### src/rtl/fifo_pkg.sv
// rtl/fifo_pkg.sv - shared types and constants for the FIFO stream reader
package fifo_pkg;

  typedef enum logic [1:0] {S_EMPTY, S_ONE, S_TWO} rd_buf_state_t;

  localparam int C_BUF_DEPTH = 2;

  function automatic logic [1:0] occ_of(input rd_buf_state_t s);
    case (s)
      S_ONE:   return 2'd1;
      S_TWO:   return 2'd2;
      default: return 2'd0;
    endcase
  endfunction

endpackage

### src/rtl/fifo_stream_reader_if.sv
// rtl/fifo_stream_reader_if.sv - FIFO read port plus outgoing valid/ready stream
interface fifo_stream_reader_if #(
  parameter int G_WIDTH = 8
);
  logic               fifo_rd;
  logic               fifo_empty;
  logic [G_WIDTH-1:0] fifo_data;
  logic               fifo_rd_done;
  logic               valid;
  logic               ready;
  logic [G_WIDTH-1:0] data;

  modport master (
    output fifo_rd,
    input  fifo_empty,
    input  fifo_data,
    input  fifo_rd_done,
    output valid,
    output data,
    input  ready
  );

  modport slave (
    input  fifo_rd,
    output fifo_empty,
    output fifo_data,
    output fifo_rd_done,
    input  valid,
    input  data,
    output ready
  );
endinterface

### src/rtl/stream_buf2.sv
// rtl/stream_buf2.sv - two-entry ordered buffer; head is always the oldest word
module stream_buf2
  import fifo_pkg::*;
#(
  parameter int G_WIDTH = 8
) (
  input  logic               clk,
  input  logic               rst_n,
  input  logic               push,
  input  logic               pop,
  input  logic [G_WIDTH-1:0] wdata,
  output logic [G_WIDTH-1:0] head,
  output logic [1:0]         occ,
  output logic               overrun
);

  rd_buf_state_t      state;
  logic [G_WIDTH-1:0] entry0;
  logic [G_WIDTH-1:0] entry1;

  always_ff @(posedge clk) begin
    if (!rst_n) begin
      state  <= S_EMPTY;
      entry0 <= '0;
      entry1 <= '0;
    end else begin
      case (state)
        S_EMPTY: begin
          if (push) begin
            entry0 <= wdata;
            state  <= S_ONE;
          end
        end
        S_ONE: begin
          if (push && pop) begin
            entry0 <= wdata;
          end else if (push) begin
            entry1 <= wdata;
            state  <= S_TWO;
          end else if (pop) begin
            state <= S_EMPTY;
          end
        end
        S_TWO: begin
          // a push without a pop here is an overrun: the word is dropped
          if (push && pop) begin
            entry0 <= entry1;
            entry1 <= wdata;
          end else if (pop) begin
            entry0 <= entry1;
            state  <= S_ONE;
          end
        end
        default: state <= S_EMPTY;
      endcase
    end
  end

  assign head    = entry0;
  assign occ     = occ_of(state);
  assign overrun = push && !pop && (state == S_TWO);

endmodule

### src/rtl/fifo_stream_reader.sv
// rtl/fifo_stream_reader.sv - FIFO read-side master feeding a valid/ready stream; FIFO_READER_STATS_EN adds word/stall counters
module fifo_stream_reader
  import fifo_pkg::*;
#(
  parameter int G_WIDTH = 8
`ifdef FIFO_READER_STATS_EN
  ,
  parameter int G_CNT_W = 16
`endif
) (
  input  logic                 i_clk,
  input  logic                 i_rst_n,
  fifo_stream_reader_if.master bus,
  output logic                 o_err
`ifdef FIFO_READER_STATS_EN
  ,
  output logic [G_CNT_W-1:0]   o_words,
  output logic [G_CNT_W-1:0]   o_stalls
`endif
);

  logic               inflight;
  logic               pop;
  logic               push;
  logic               overrun;
  logic [1:0]         occ;
  logic [2:0]         credit_use;
  logic [G_WIDTH-1:0] head;

  stream_buf2 #(.G_WIDTH(G_WIDTH)) u_buf (
    .clk     (i_clk),
    .rst_n   (i_rst_n),
    .push    (push),
    .pop     (pop),
    .wdata   (bus.fifo_data),
    .head    (head),
    .occ     (occ),
    .overrun (overrun)
  );

  assign bus.valid = (occ != 2'd0);
  assign bus.data  = head;
  assign pop       = bus.valid && bus.ready;
  assign push      = bus.fifo_rd_done && inflight;

  // Counting the current pop as freed space keeps a full buffer streaming at one word per cycle.
  assign credit_use  = {1'b0, occ} + {2'b0, inflight} - {2'b0, pop};
  assign bus.fifo_rd = i_rst_n && !bus.fifo_empty && (credit_use < 3'(C_BUF_DEPTH));

  always_ff @(posedge i_clk) begin
    if (!i_rst_n) begin
      inflight <= 1'b0;
      o_err    <= 1'b0;
    end else begin
      inflight <= bus.fifo_rd;
      if ((bus.fifo_rd_done && !inflight) || overrun) begin
        o_err <= 1'b1;
      end
    end
  end

`ifdef FIFO_READER_STATS_EN
  always_ff @(posedge i_clk) begin
    if (!i_rst_n) begin
      o_words  <= '0;
      o_stalls <= '0;
    end else begin
      if (pop) begin
        o_words <= o_words + 1'b1;
      end
      if (bus.valid && !bus.ready) begin
        o_stalls <= o_stalls + 1'b1;
      end
    end
  end
`endif

endmodule
### src/flat_wrapper.sv
// flat-port wrapper written by rule: the top's interface ports become plain ports
module fifo_stream_reader_flat import fifo_pkg::*;
#(
  parameter int G_WIDTH = 8

)
  (i_clk, i_rst_n, o_err, bus_fifo_rd, bus_fifo_empty, bus_fifo_data, bus_fifo_rd_done, bus_valid, bus_data, bus_ready);
  fifo_stream_reader_if #(.G_WIDTH(G_WIDTH)) bus_i ();
  input  logic i_clk;
  input  logic i_rst_n;
  output logic o_err;
  output wire logic [$bits(bus_i.fifo_rd)-1:0] bus_fifo_rd;
  input wire logic [$bits(bus_i.fifo_empty)-1:0] bus_fifo_empty;
  input wire logic [$bits(bus_i.fifo_data)-1:0] bus_fifo_data;
  input wire logic [$bits(bus_i.fifo_rd_done)-1:0] bus_fifo_rd_done;
  output wire logic [$bits(bus_i.valid)-1:0] bus_valid;
  output wire logic [$bits(bus_i.data)-1:0] bus_data;
  input wire logic [$bits(bus_i.ready)-1:0] bus_ready;
  assign bus_fifo_rd = bus_i.fifo_rd;
  assign bus_i.fifo_empty = bus_fifo_empty;
  assign bus_i.fifo_data = bus_fifo_data;
  assign bus_i.fifo_rd_done = bus_fifo_rd_done;
  assign bus_valid = bus_i.valid;
  assign bus_data = bus_i.data;
  assign bus_i.ready = bus_ready;
  fifo_stream_reader #(.G_WIDTH(G_WIDTH)) u_core (.i_clk(i_clk), .i_rst_n(i_rst_n), .bus(bus_i), .o_err(o_err));
endmodule
### config.mk
export PLATFORM = sky130hd
export DESIGN_NAME = fifo_stream_reader_flat
export DESIGN_NICKNAME = d
export VERILOG_FILES = /design/src/rtl/fifo_pkg.sv /design/src/rtl/fifo_stream_reader_if.sv /design/src/rtl/stream_buf2.sv /design/src/rtl/fifo_stream_reader.sv /design/src/flat_wrapper.sv
export SDC_FILE = /design/constraint.sdc
export NUM_CORES = 1
export LEC_CHECK = 0
export CAP_MARGIN = 10
export CORE_MARGIN = 2
export CORE_UTILIZATION = 51
export CTS_BUF_LIST = sky130_fd_sc_hd__clkbuf_2 sky130_fd_sc_hd__clkbuf_4 sky130_fd_sc_hd__clkbuf_8
export DETAILED_ROUTE_END_ITERATION = 8
export PLACE_DENSITY = 0.79
export SYNTH_ARGS = -nofsm -noshare
export SYNTH_HDL_FRONTEND = slang
export SYNTH_SLANG_ARGS = --single-unit
### constraint.sdc
create_clock -name i_clk -period 2.1 [get_ports i_clk]
set_clock_uncertainty 0.05 [all_clocks]
set_input_delay 0.315 -clock i_clk [delete_from_list [all_inputs] [get_ports i_clk]]
set_output_delay 0.315 -clock i_clk [all_outputs]
set_load 0.005 [all_outputs]
==> metrics <==
Post-synth EDFFs=0; Hold EP=u_core.u_buf.entry1[4]$_SDFFE_PN0P_; post-synthesis mux area share=15.8%; Slew Limit Fails=0; Post-Syn Instances=109; DRC=0; HP Class=reg -> reg; RSZ-0062 raised after global routing=no; maxcap violations=0; Final ANT Viol Nets=0; CTS Hold Buffers Added=0; most used flip-flop cell after synthesis=dfxtp_1; All-Layer GR Usage=19.6%; share of layout cells above drive strength 1=21.2%; Critical Path Sink Type=primary output; CTS tree=yes; port bufs=23; Synth Area in XOR/XNOR=1.63%; FF-to-FF path depth=9; Placer Congestion=0.812; # H-tree levels=1; sequential fraction of the synthesis area=a little under two fifths; slowest stage delay, CP=370 ps; Pwr Density=a little over 900 nW/um^2; leakage power=0.645 nW; Ports=24; min cycle time layout=2040 ps; Reg clk slew, reported paths=120 ps; nets=164; Synth Register Bits=20; reg-to-reg setup timing slack=between 100 and 150 ps; Max clock buf depth=2; Tightest Pin Transition=342 ps; crit-path leading delay family=flip-flops; die area=2490 um^2; share of synthesized registers carrying an async set or reset=0%; Synth Area in Adders=4.66%; Max VDD drop=924 uV; Max FO, Critical Path=2; Final Cell Area=1520 um^2; reg2reg start=u_core.u_buf.state[0]$_SDFFE_PN0P_; Synth cell types=28; initial antenna violation count=0; worst path bufs/invs=2; crit path max-delay cell type=dfxtp_2; number of fillers in the final layout=135; initial drt markers=16; via/cell ratio=around 5.3; Post-Syn Nets=126; Area growth syn-to-layout=41.1%; Detailed Place HPWL=1580 um; main combinational cell family by area after synthesis=compound AO/OA/AOI/OAI gates; clock net sink count=20; final WL=roughly 2200 um; Worst-Skew Late Latency=300 ps; final worst slack=61.3 ps; first-pass GRT wire length=3780 um; final setup fails=0; Tcrit/Tclk final=97.1%; CP Launch Type=register; clk root buf=clkbuf_4; top achievable clock speed=491 MHz; Arr. time, crit path=1670 ps; Hold Path Depth=2; drt pass-1 iters=4; antenna fix cells=0; Synth Area in Compound Gates=18.4%; Setup CP Type=reg -> out; slew margin rel.=77.0%; synthesized area per cell=between 9 and 10 um^2; simple-gate area share of the yosys netlist=17.2%; Setup Slack @ Placement=-154 ps; Die Wd=~50 um; total CTS buffers=3; GRT overflow=0; vias in the first global route=885; starting density of the core=54.2%; Setup TNS=0 ps; YS warnings=0; Critical Path RT=1740 ps; core area=1980 um^2; Hold Startpoint=u_core.u_buf.entry1[4]$_SDFFE_PN0P_; vias=913; Core Util, Final=76.5%; num rows=16; pin count of the biggest net entering global routing=29; ordered list of cells on the worst path=inv_2 > ha_4 > nand2_4 > mux2i_1 > xnor2_1 > nor3b_1 > buf_2; die height=~50 um; status=completed; Final Hold Fails=0; worst r2r dst=u_core.u_buf.head[5]$_SDFFE_PN0P_; WL/cell=13.0 um; Post-DP Area=about 1400 um^2; synthesized area=1070 um^2
## registers in the layout, indices dropped and copies added, names as in the netlist
register	count
u_core.u_buf.entry1	8
u_core.u_buf.head	8
u_core.u_buf.state	2
u_core.inflight	1
u_core.o_err	1
## routing by layer
metal | vias up | part of all wire, % | track usage (%)
li1 | 460 | - | -
met1 | 431 | 45 | 23.3
met2 | 20 | 49 | 36.4
met3 | 2 | 4.3 | 1.82
met4 | 0 | 0.67 | 6.02
met5 | - | 0 | 0
## how the worst max path moves through the flow
stage	from	end	slack, ps	depth (start not counted)
5_1_grt	u_core.u_buf.state[0]$_SDFFE_PN0P_	bus_fifo_rd	0.05	7
3_5_place_dp	bus_ready	bus_fifo_rd	-150	6
4_1_cts	u_core.u_buf.state[1]$_SDFFE_PN0P_	bus_fifo_rd	7	7
2_1_floorplan	u_core.u_buf.state[0]$_SDFFE_PN0P_	u_core.u_buf.head[3]$_SDFFE_PN0P_	200	7
6_report	u_core.u_buf.state[0]$_SDFFE_PN0P_	bus_fifo_rd	60	7
3_3_place_gp	bus_ready	bus_fifo_rd	-120	6
## where the power goes
| part | leakage (nW) | internal [W] | switching, W | total, W |
|---|---|---|---|---|
| clock network | 0.0279 | 0.000193 | 0.000121 | 0.000314 |
| registers | 0.164 | 0.000447 | 0.0000385 | 0.000485 |
| logic | 0.453 | 0.000350 | 0.000234 | 0.000585 |
| total | 0.645 | 0.000990 | 0.000394 | 0.00138 |
## Yosys cell counts (all sizes together) (2+ instances only)
cell    number  area [um^2]
nand2       27          101
a21boi       4         30.0
dfxtp       20          400
ha           4         50.1
buf          3         30.0
o211a        8         80.1
nor3b        2         15.0
xnor2        2         17.5
o21ai        2         10.0
mux2i       17          170
o21a         2         15.0
inv          2         7.51
a21oi        3         26.3
## worst reg2reg max path: cells and delay by family (launching register included)
| family | cells | cell delay, ps |
|---|---|---|
| buffers and inverters | 4 | 540 |
| AND/OR/NAND/NOR | 2 | 240 |
| flip-flops | 1 | 370 |
| AO/OA/AOI/OAI | 2 | 450 |
| adder cells (fa/ha/maj) | 1 | 240 |
## logic make-up after synthesis
logic type	Yosys count
buffers and inverters	7
AO/OA/AOI/OAI	21
adder cells (fa/ha/maj)	4
XOR/XNOR	2
AND/OR/NAND/NOR	38
flip-flops	20
multiplexers	17
## what timing repair did
action / in CTS / in global routing
setup buffers: 1 / 1
gates resized for setup: 9 / 5
setup endpoints to repair: 1 / 1
pin swaps: 2 / 2
## layout by cell type, fill, tap and decap left out, types with 2 or more instances in the layout
| cell | n |
|---|---|
| o211a_1 | 8 |
| nand2_1 | 26 |
| dfxtp_1 | 18 |
| o21ai_0 | 2 |
| xnor2_1 | 2 |
| buf_4 | 12 |
| inv_2 | 2 |
| ha_1 | 2 |
| a21oi_1 | 2 |
| o21a_1 | 2 |
| nor3b_1 | 2 |
| buf_12 | 2 |
| ha_4 | 2 |
| dfxtp_2 | 2 |
| a21boi_0 | 4 |
| mux2i_1 | 17 |
| clkdlybuf4s50_1 | 22 |
| clkbuf_4 | 3 |
## metrics by stage
| stage | power (W) | hold WS [ps] | instances |
|---|---|---|---|
| 2_1_floorplan | 0.000759 | 341 | 109 |
| 3_3_place_gp | 0.00100 | 392 | 167 |
| 3_5_place_dp | 0.00102 | 401 | 167 |
| 4_1_cts | 0.00137 | 419 | 172 |
| 5_1_grt | 0.00146 | 439 | 173 |
| 6_report | 0.00138 | 418 | 173 |
## cell type report
class / instances / area, um^2 / share of cell area, %
inverters: 2 / 7.51 / 0.495
clock inverters: 1 / 30.0 / 1.98
flip-flops and latches: 20 / 403 / 26.6
clock buffers: 3 / 22.5 / 1.49
multi-input cells: 82 / 653 / 43.1
repair buffers: 38 / 367 / 24.2
well taps: 27 / 33.8 / 2.23
(Power assumes the default switching activity.)
